[src/rtl/segasys1_prgrom_arb_pkg.sv]
// Shared types and sizing helpers for the System 1 program ROM arbiter.
package segasys1_prgrom_arb_pkg;

    localparam int unsigned DefaultAw = 15;

    typedef enum logic [1:0] {
        StIdle,
        StAccA,
        StAccB
    } arb_state_e;

    // Counter width that stays at least one bit for degenerate sizes.
    function automatic int unsigned cnt_width(input int unsigned n);
        return (n > 1) ? $clog2(n) : 1;
    endfunction

endpackage

[src/rtl/segasys1_prgrom_arb.sv]
// Two-port arbiter for the main program ROM: CPU fetches get decrypted bytes,
// the secondary reader gets raw bytes; each access holds the address ACC_LEN cycles.
module segasys1_prgrom_arb
    import segasys1_prgrom_arb_pkg::*;
#(
    parameter int unsigned AW         = DefaultAw,
    parameter int unsigned ACC_LEN    = 4,
    parameter int unsigned STARVE_MAX = 8
) (
    input  logic          clk,
    input  logic          reset,
    input  logic          cpu_req,
    input  logic          cpu_m1,
    input  logic [AW-1:0] cpu_ad,
    output logic [7:0]    cpu_dt,
    output logic          cpu_ack,
    output logic          cpu_wait,
    input  logic          sec_req,
    input  logic [AW-1:0] sec_ad,
    output logic [7:0]    sec_dt,
    output logic          sec_ack,
    output logic          dec_m1,
    output logic [AW-1:0] dec_ad,
    input  logic [7:0]    dec_dt,
    input  logic [7:0]    raw_dt
);

    localparam int unsigned CW = cnt_width(ACC_LEN);
    localparam int unsigned SW = cnt_width(STARVE_MAX + 1);
    localparam logic [CW-1:0] CntLast   = CW'(ACC_LEN - 1);
    localparam logic [SW-1:0] StarveLim = SW'(STARVE_MAX);

    arb_state_e    state;
    logic [CW-1:0] cnt;
    logic [SW-1:0] starve;
    logic          grant_a;
    logic          grant_b;

    // The secondary port wins a tie only once the CPU has had its quota.
    assign grant_b  = sec_req & (~cpu_req | (starve >= StarveLim));
    assign grant_a  = cpu_req & ~grant_b;
    assign cpu_wait = cpu_req & ~cpu_ack;

    always_ff @(posedge clk or posedge reset) begin
        if (reset) begin
            state   <= StIdle;
            cnt     <= '0;
            starve  <= '0;
            dec_ad  <= '0;
            dec_m1  <= 1'b0;
            cpu_dt  <= '0;
            sec_dt  <= '0;
            cpu_ack <= 1'b0;
            sec_ack <= 1'b0;
        end else begin
            cpu_ack <= 1'b0;
            sec_ack <= 1'b0;
            unique case (state)
                StIdle: begin
                    if (!sec_req) starve <= '0;
                    if (grant_b) begin
                        state  <= StAccB;
                        dec_ad <= sec_ad;
                        dec_m1 <= 1'b0;
                        cnt    <= '0;
                        starve <= '0;
                    end else if (grant_a) begin
                        state  <= StAccA;
                        dec_ad <= cpu_ad;
                        dec_m1 <= cpu_m1;
                        cnt    <= '0;
                        if (sec_req && (starve < StarveLim)) starve <= starve + 1'b1;
                    end
                end
                StAccA: begin
                    cnt <= cnt + 1'b1;
                    if (cnt == CntLast) begin
                        state <= StIdle;
                        // An abandoned access completes silently and keeps the old byte.
                        if (cpu_req) begin
                            cpu_dt  <= dec_dt;
                            cpu_ack <= 1'b1;
                        end
                    end
                end
                StAccB: begin
                    cnt <= cnt + 1'b1;
                    if (cnt == CntLast) begin
                        state <= StIdle;
                        if (sec_req) begin
                            sec_dt  <= raw_dt;
                            sec_ack <= 1'b1;
                        end
                    end
                end
                default: state <= StIdle;
            endcase
        end
    end

endmodule
[config.mk]
export PLATFORM = sky130hd
export DESIGN_NAME = segasys1_prgrom_arb
export DESIGN_NICKNAME = d
export VERILOG_FILES = /design/src/rtl/segasys1_prgrom_arb_pkg.sv /design/src/rtl/segasys1_prgrom_arb.sv
export SDC_FILE = /design/constraint.sdc
export NUM_CORES = 1
export LEC_CHECK = 0
export CAP_MARGIN = 10
export CORE_MARGIN = 4
export CORE_UTILIZATION = 42
export DETAILED_ROUTE_END_ITERATION = 10
export GPL_TIMING_DRIVEN = 0
export PLACE_DENSITY = 0.85
export RECOVER_POWER = 50
export SLEW_MARGIN = 20
export SYNTH_ARGS = -nofsm -noshare
export SYNTH_HDL_FRONTEND = slang
export SYNTH_SLANG_ARGS = --single-unit
export TNS_END_PERCENT = 20
[constraint.sdc]
create_clock -name clk -period 1.7 [get_ports clk]
set_input_delay 0.17 -clock clk [delete_from_list [all_inputs] [get_ports clk]]
set_output_delay 0.17 -clock clk [all_outputs]
set_load 0.01 [all_outputs]
* Word level (Yosys, flattened, before mapping)
Index checks and enable logic that the tools add are counted.
** Cells by class
- Add/sub/neg operators :: 2
- Order comparisons :: 2
- Eq/ne operators :: 5
- Muxes and demuxes :: 21
- Bitwise operators :: 7
- Reductions and logical operators :: 10
** Operator list (number)
- $mux 15 :: 2
- $mux 4 :: 4
- $mux 2 :: 5
- $mux 1 :: 8
- $pmux 2 s2 :: 2
- $reduce_and 2->1 :: 3
- $reduce_and 3->1 :: 2
- $add 4x1->4 const B :: 1
- $eq 2x2->1 const B :: 2
- $ge 4x4->1 const B :: 1
- $lt 4x4->1 const B :: 1
- $reduce_bool 2->1 :: 2
- $and 1x1->1 :: 3
- $ne 3x3->1 const B :: 1
- $not 1->1 :: 3
- $add 2x1->2 const B :: 1
- $eq 2x1->1 const B :: 1
- $logic_not 2->1 :: 1
- $ne 2x1->1 const B :: 1
- $reduce_or 2->1 :: 1
- $logic_and 1x1->1 :: 1
- $or 1x1->1 :: 1
** Storage, ports and cells
- Bits in registers :: 42
- Input bits :: 51
- Output and inout bits :: 35
- Word-level logic and storage cells :: 56

* Depth between registers and ports, before layout
- Word-level depth :: 8
- Mapped depth :: 7
- Mapped depth without buffers :: 5

* Least setup slack after synthesis
No wires, ideal clock.
- Kind :: flip-flop to flip-flop
- From :: reg state[0]
- To :: reg dec_ad[3]
- Setup time :: 0.126 ns
- Arrival :: 1.162 ns
- Required time :: 1.574 ns
- Path slack :: 0.412 ns
- Stages on the path, launching flop included :: 8
- Path buffers :: 2
- Clock period less this slack :: 1.288 ns
- Cell sequence :: dfrtp_1 inv_1 ha_1 buf_4 o21a_2 buf_4 nor2_1 a21oi_1
** On the way
- Cells in the longest elaborated chain, start to end :: 2
** Ends and longest elaborated chain
- from (decl) :: line segasys1_prgrom_arb.sv:33 : arb_state_e state;
- from (signal assigned) :: line segasys1_prgrom_arb.sv:46 : state <= StIdle;
- from (signal assigned) :: line segasys1_prgrom_arb.sv:62 : state <= StAccB;
- from (signal assigned) :: line segasys1_prgrom_arb.sv:68 : state <= StAccA;
- $logic_not 2->1 :: line segasys1_prgrom_arb.sv:58 : unique case (state)
- $reduce_and 2->1 (no source line)
- to (signal assigned) :: line segasys1_prgrom_arb.sv:69 : dec_ad <= cpu_ad;
- to (decl) :: line segasys1_prgrom_arb.sv:23 : output logic [AW-1:0] dec_ad,
Every way passes these cells.
A chain may end at the register's enable or synchronous reset.

* Worst setup path after layout
- From :: reg cpu_ack
- To :: out cpu_wait
** On the way
- Cells in the longest elaborated chain, start to end :: 2
** Ends and longest elaborated chain
- from (decl) :: line segasys1_prgrom_arb.sv:16 : output logic cpu_ack,
- from (signal assigned) :: line segasys1_prgrom_arb.sv:53 : cpu_ack <= 1'b0;
- from (signal assigned) :: line segasys1_prgrom_arb.sv:56 : cpu_ack <= 1'b0;
- from (signal assigned) :: line segasys1_prgrom_arb.sv:82 : cpu_ack <= 1'b1;
- $not 1->1 :: line segasys1_prgrom_arb.sv:42 : assign cpu_wait = cpu_req & ~cpu_ack;
- $and 1x1->1 :: line segasys1_prgrom_arb.sv:42
- to (decl) :: line segasys1_prgrom_arb.sv:17 : output logic cpu_wait,
Every way passes these cells.

==> metrics.yaml <==
drv_cap: 0
yosysWarnings: 0
gp_congestion: 0.820
rsz0062_at_grt: "false"
wl_per_cell_um: 15.9
drt-pass1-iter-count: 4
arrival_ps: 1350
syn-num-nets: 240
fill_cells: 360
crit_slowest_cell: "clkdlybuf4s50_1"
gr-usage-met2_pct: 33.7
multi_input_comb_area_um2: 786
setup_viol: 0
syn-mean-instance-area_um2: 10.9
num_vias: 1751
cts_tree: "built"
globalRouteOverflowTotal: 0
dieArea_um2: 5920
slew_violations: 0
fin_crit_ps: 1520
grt_use_met1_pct: 22.1
outcome: "finished clean"
max_freq_mhz: 656
synthCells: 183
internal_power_mw: 2.82
regArea_um2: 1050
worstMarginPinSlew_ps: 651
cts_resized: 0
r2r-end: "cpu_dt[1]"
use_met3_pct: 5.15
combPwrFrac_pct: 47.7
grt_max_degree: 28
stdcell_area_um2: 2980
synth.distinct_cells: 33
cp_slowest_stage_delay_ps: 560
crit_path_cell_trace: "nor2b_1, clkdlybuf4s50_1"
dp_hpwl_mm: 4.01
antenna_found_initial: 0
drive_above_1_share_pct: 14.5
routed_wl_mm: 5.20
ff2ff_path_depth: 3
min-delay-start: "cpu_req"
rows: 24
area_growth_pct: 49.3
post-route-period-util_pct: 89.6
drc: 0
core_area_um2: 4470
min_path_cells: 3
seq_area_frac_synth_pct: 52.7
clk_latency_ps: 300
reg2reg_from: "cnt[0]"
hp-class: "primary input to register"
powerDensity_nw_per_um2: 1450
die_w_um: 76.9
drt_iter0_drc: 78
crit_fanout: 2
postCtsHoldBufs: 0
portBuffers: 83
viasPerCell: 5.35
cts.sinks: 42
h-tree-depth: 2
hold_viol: 0
required_ps: 1530
peakVddDrop_uv: 792
cts_root_buf: "clkbuf_8"
critical-path-top-delay-family: "buffers and inverters"
ys_ff_latch: 42
num_antenna_cells: 0
cp-start-kind: "register"
slew_headroom_pct: 56.6
grt.total_usage_pct: 18.7
start_util_pct: 44.6
reg2reg_slack_ps: 180
critical_path_buf_inv_count: 1
fp.dieH_um: 76.9
dpl_cell_area_um2: 2910
clkPwrFrac_pct: 14.5
top_usage_layer: "met2"
grt_pass1_wl_mm: 8.96
holdPathEnd: "state[0]"
p_total_mw: 4.31
p_sw_mw: 1.49
seq_power_share_pct: 37.8
final_antenna_net_count: 0
p_sw_share_pct: 34.5
cts_buffer_depth: 2
cts_made_buffers: 5
cp-startpoint: "cpu_ack"
critPathKind: "register to output port"
pin_count: 86
nNetsFinal: 331
path_clk_slew_ps: 80
p_leak_nw: 1.30
worst_setup_path_end_kind: "output port"
skew_ps: 10.6
post_cts_buffers: 0
syn-cell-area_um2: 2000
first_global_vias: 1870
-- through the flow --
stage                     util [%]  setup slack (ps)  std cells  TNS (ps)  hold slack (ps)
final                         66.6               176        327         0              201
after global routing          66.6              53.4        327         0              204
after CTS                     67.0               154        327         0              159
after detailed placement      65.1               196        319         0              476
after global placement        64.6              -342        318    -14320              463
after floorplan                  -               412        183         0              320
-- worst reg2reg max path: cells and delay by family (launching register included) --
kind | cells | cell delay, ps
adders and majority gates | 1 | 240
and+or+nand+nor | 1 | 360
muxes | 1 | 390
DFF | 1 | 420
-- sequential cells by signal (all words and copies together), names as in the netlist --
register,cells
dec_m1,1
sec_dt,8
sec_ack,1
dec_ad,15
state,2
cpu_ack,1
cpu_dt,8
cnt,2
starve,4
-- power groups by stage --
stage / Combinational (mW) / Clock [mW] / Sequential, mW
after floorplan: 0.923 / 0 / 1.80
after global placement: 2.06 / 0 / 1.62
after detailed placement: 2.14 / 0 / 1.66
after CTS: 2.14 / 0.652 / 1.64
after global routing: 2.25 / 0.714 / 1.68
final: 2.06 / 0.627 / 1.63
-- how the worst max path moves through the flow --
stage / endpoint / slack [ps] / cells after the start
global placement: dec_ad[12] / -340 / 2
CTS: cpu_wait / 150 / 2
finish: cpu_wait / 180 / 2
detailed placement: state[0] / 200 / 6
floorplan: dec_ad[3] / 410 / 7
global route: state[0] / 50 / 6
-- synth_stat cells --
cell | n | area (um2)
dfrtp_1 | 42 | 1050
o2111ai_1 | 1 | 8.76
nand4_1 | 2 | 12.5
nand3_2 | 2 | 20.0
nand2_1 | 5 | 18.8
inv_2 | 1 | 3.75
o21ai_0 | 18 | 90.1
a21oi_1 | 16 | 80.1
ha_1 | 6 | 75.1
o221ai_1 | 1 | 8.76
o21a_2 | 1 | 8.76
inv_1 | 10 | 37.5
xor2_1 | 1 | 8.76
mux2i_1 | 1 | 10.0
a31oi_1 | 15 | 93.8
o22ai_1 | 4 | 25.0
nand3b_1 | 2 | 15.0
nor2_1 | 16 | 60.1
nor2b_1 | 1 | 6.26
buf_4 | 4 | 30.0
o21a_1 | 1 | 7.51
clkbuf_1 | 1 | 3.75
o32a_1 | 1 | 10.0
nand3_1 | 1 | 5.00
o21ai_1 | 1 | 5.00
buf_6 | 5 | 56.3
and2b_4 | 1 | 10.0
nand2_2 | 1 | 6.26
nand2b_1 | 2 | 12.5
a32oi_1 | 1 | 8.76
mux2_2 | 16 | 180
o21ai_4 | 1 | 16.3
buf_2 | 2 | 10.0
-- cells by family (layout without fill, tap and decap cells) --
logic type / count (synthesis) / after routing / synth area share [%]
AO/OA/AOI/OAI: 61 / 61 / 18.2
XOR/XNOR: 1 / 1 / 0.439
adder cells (fa/ha/maj): 6 / 6 / 3.76
buffers and inverters: 23 / 115 / 7.08
flip-flops: 42 / 42 / 52.7
multiplexers: 17 / 17 / 9.53
AND/OR/NAND/NOR: 33 / 33 / 8.34
-- cell usage in the layout (no fill, tap or decap), types with 6 or more instances in the layout --
| cell type | instances |
|---|---|
| a31oi_1 | 15 |
| a21oi_1 | 16 |
| dfrtp_1 | 42 |
| nor2_1 | 16 |
| o21ai_0 | 18 |
| mux2_2 | 16 |
| clkdlybuf4s50_1 | 71 |
| dlygate4sd3_1 | 12 |
| inv_1 | 10 |
| ha_1 | 6 |
-- per-layer routing --
metal / up-vias / share of wire [%]
met4: 0 / 0.94
met5: - / 0
met2: 65 / 52
met1: 845 / 42
li1: 834 / -
met3: 7 / 5.8
-- cell type report --
cell class / count / area share (%)
buffer: 12 / 3.36
clock buffer: 6 / 2.43
clock inverter: 2 / 0.462
inverter: 11 / 1.39
multi-input combinational: 118 / 26.4
sequential: 42 / 35.3
tap: 52 / 2.18
timing repair buffer: 84 / 28.5
No activity file was read; power rests on OpenSTA's default activity.
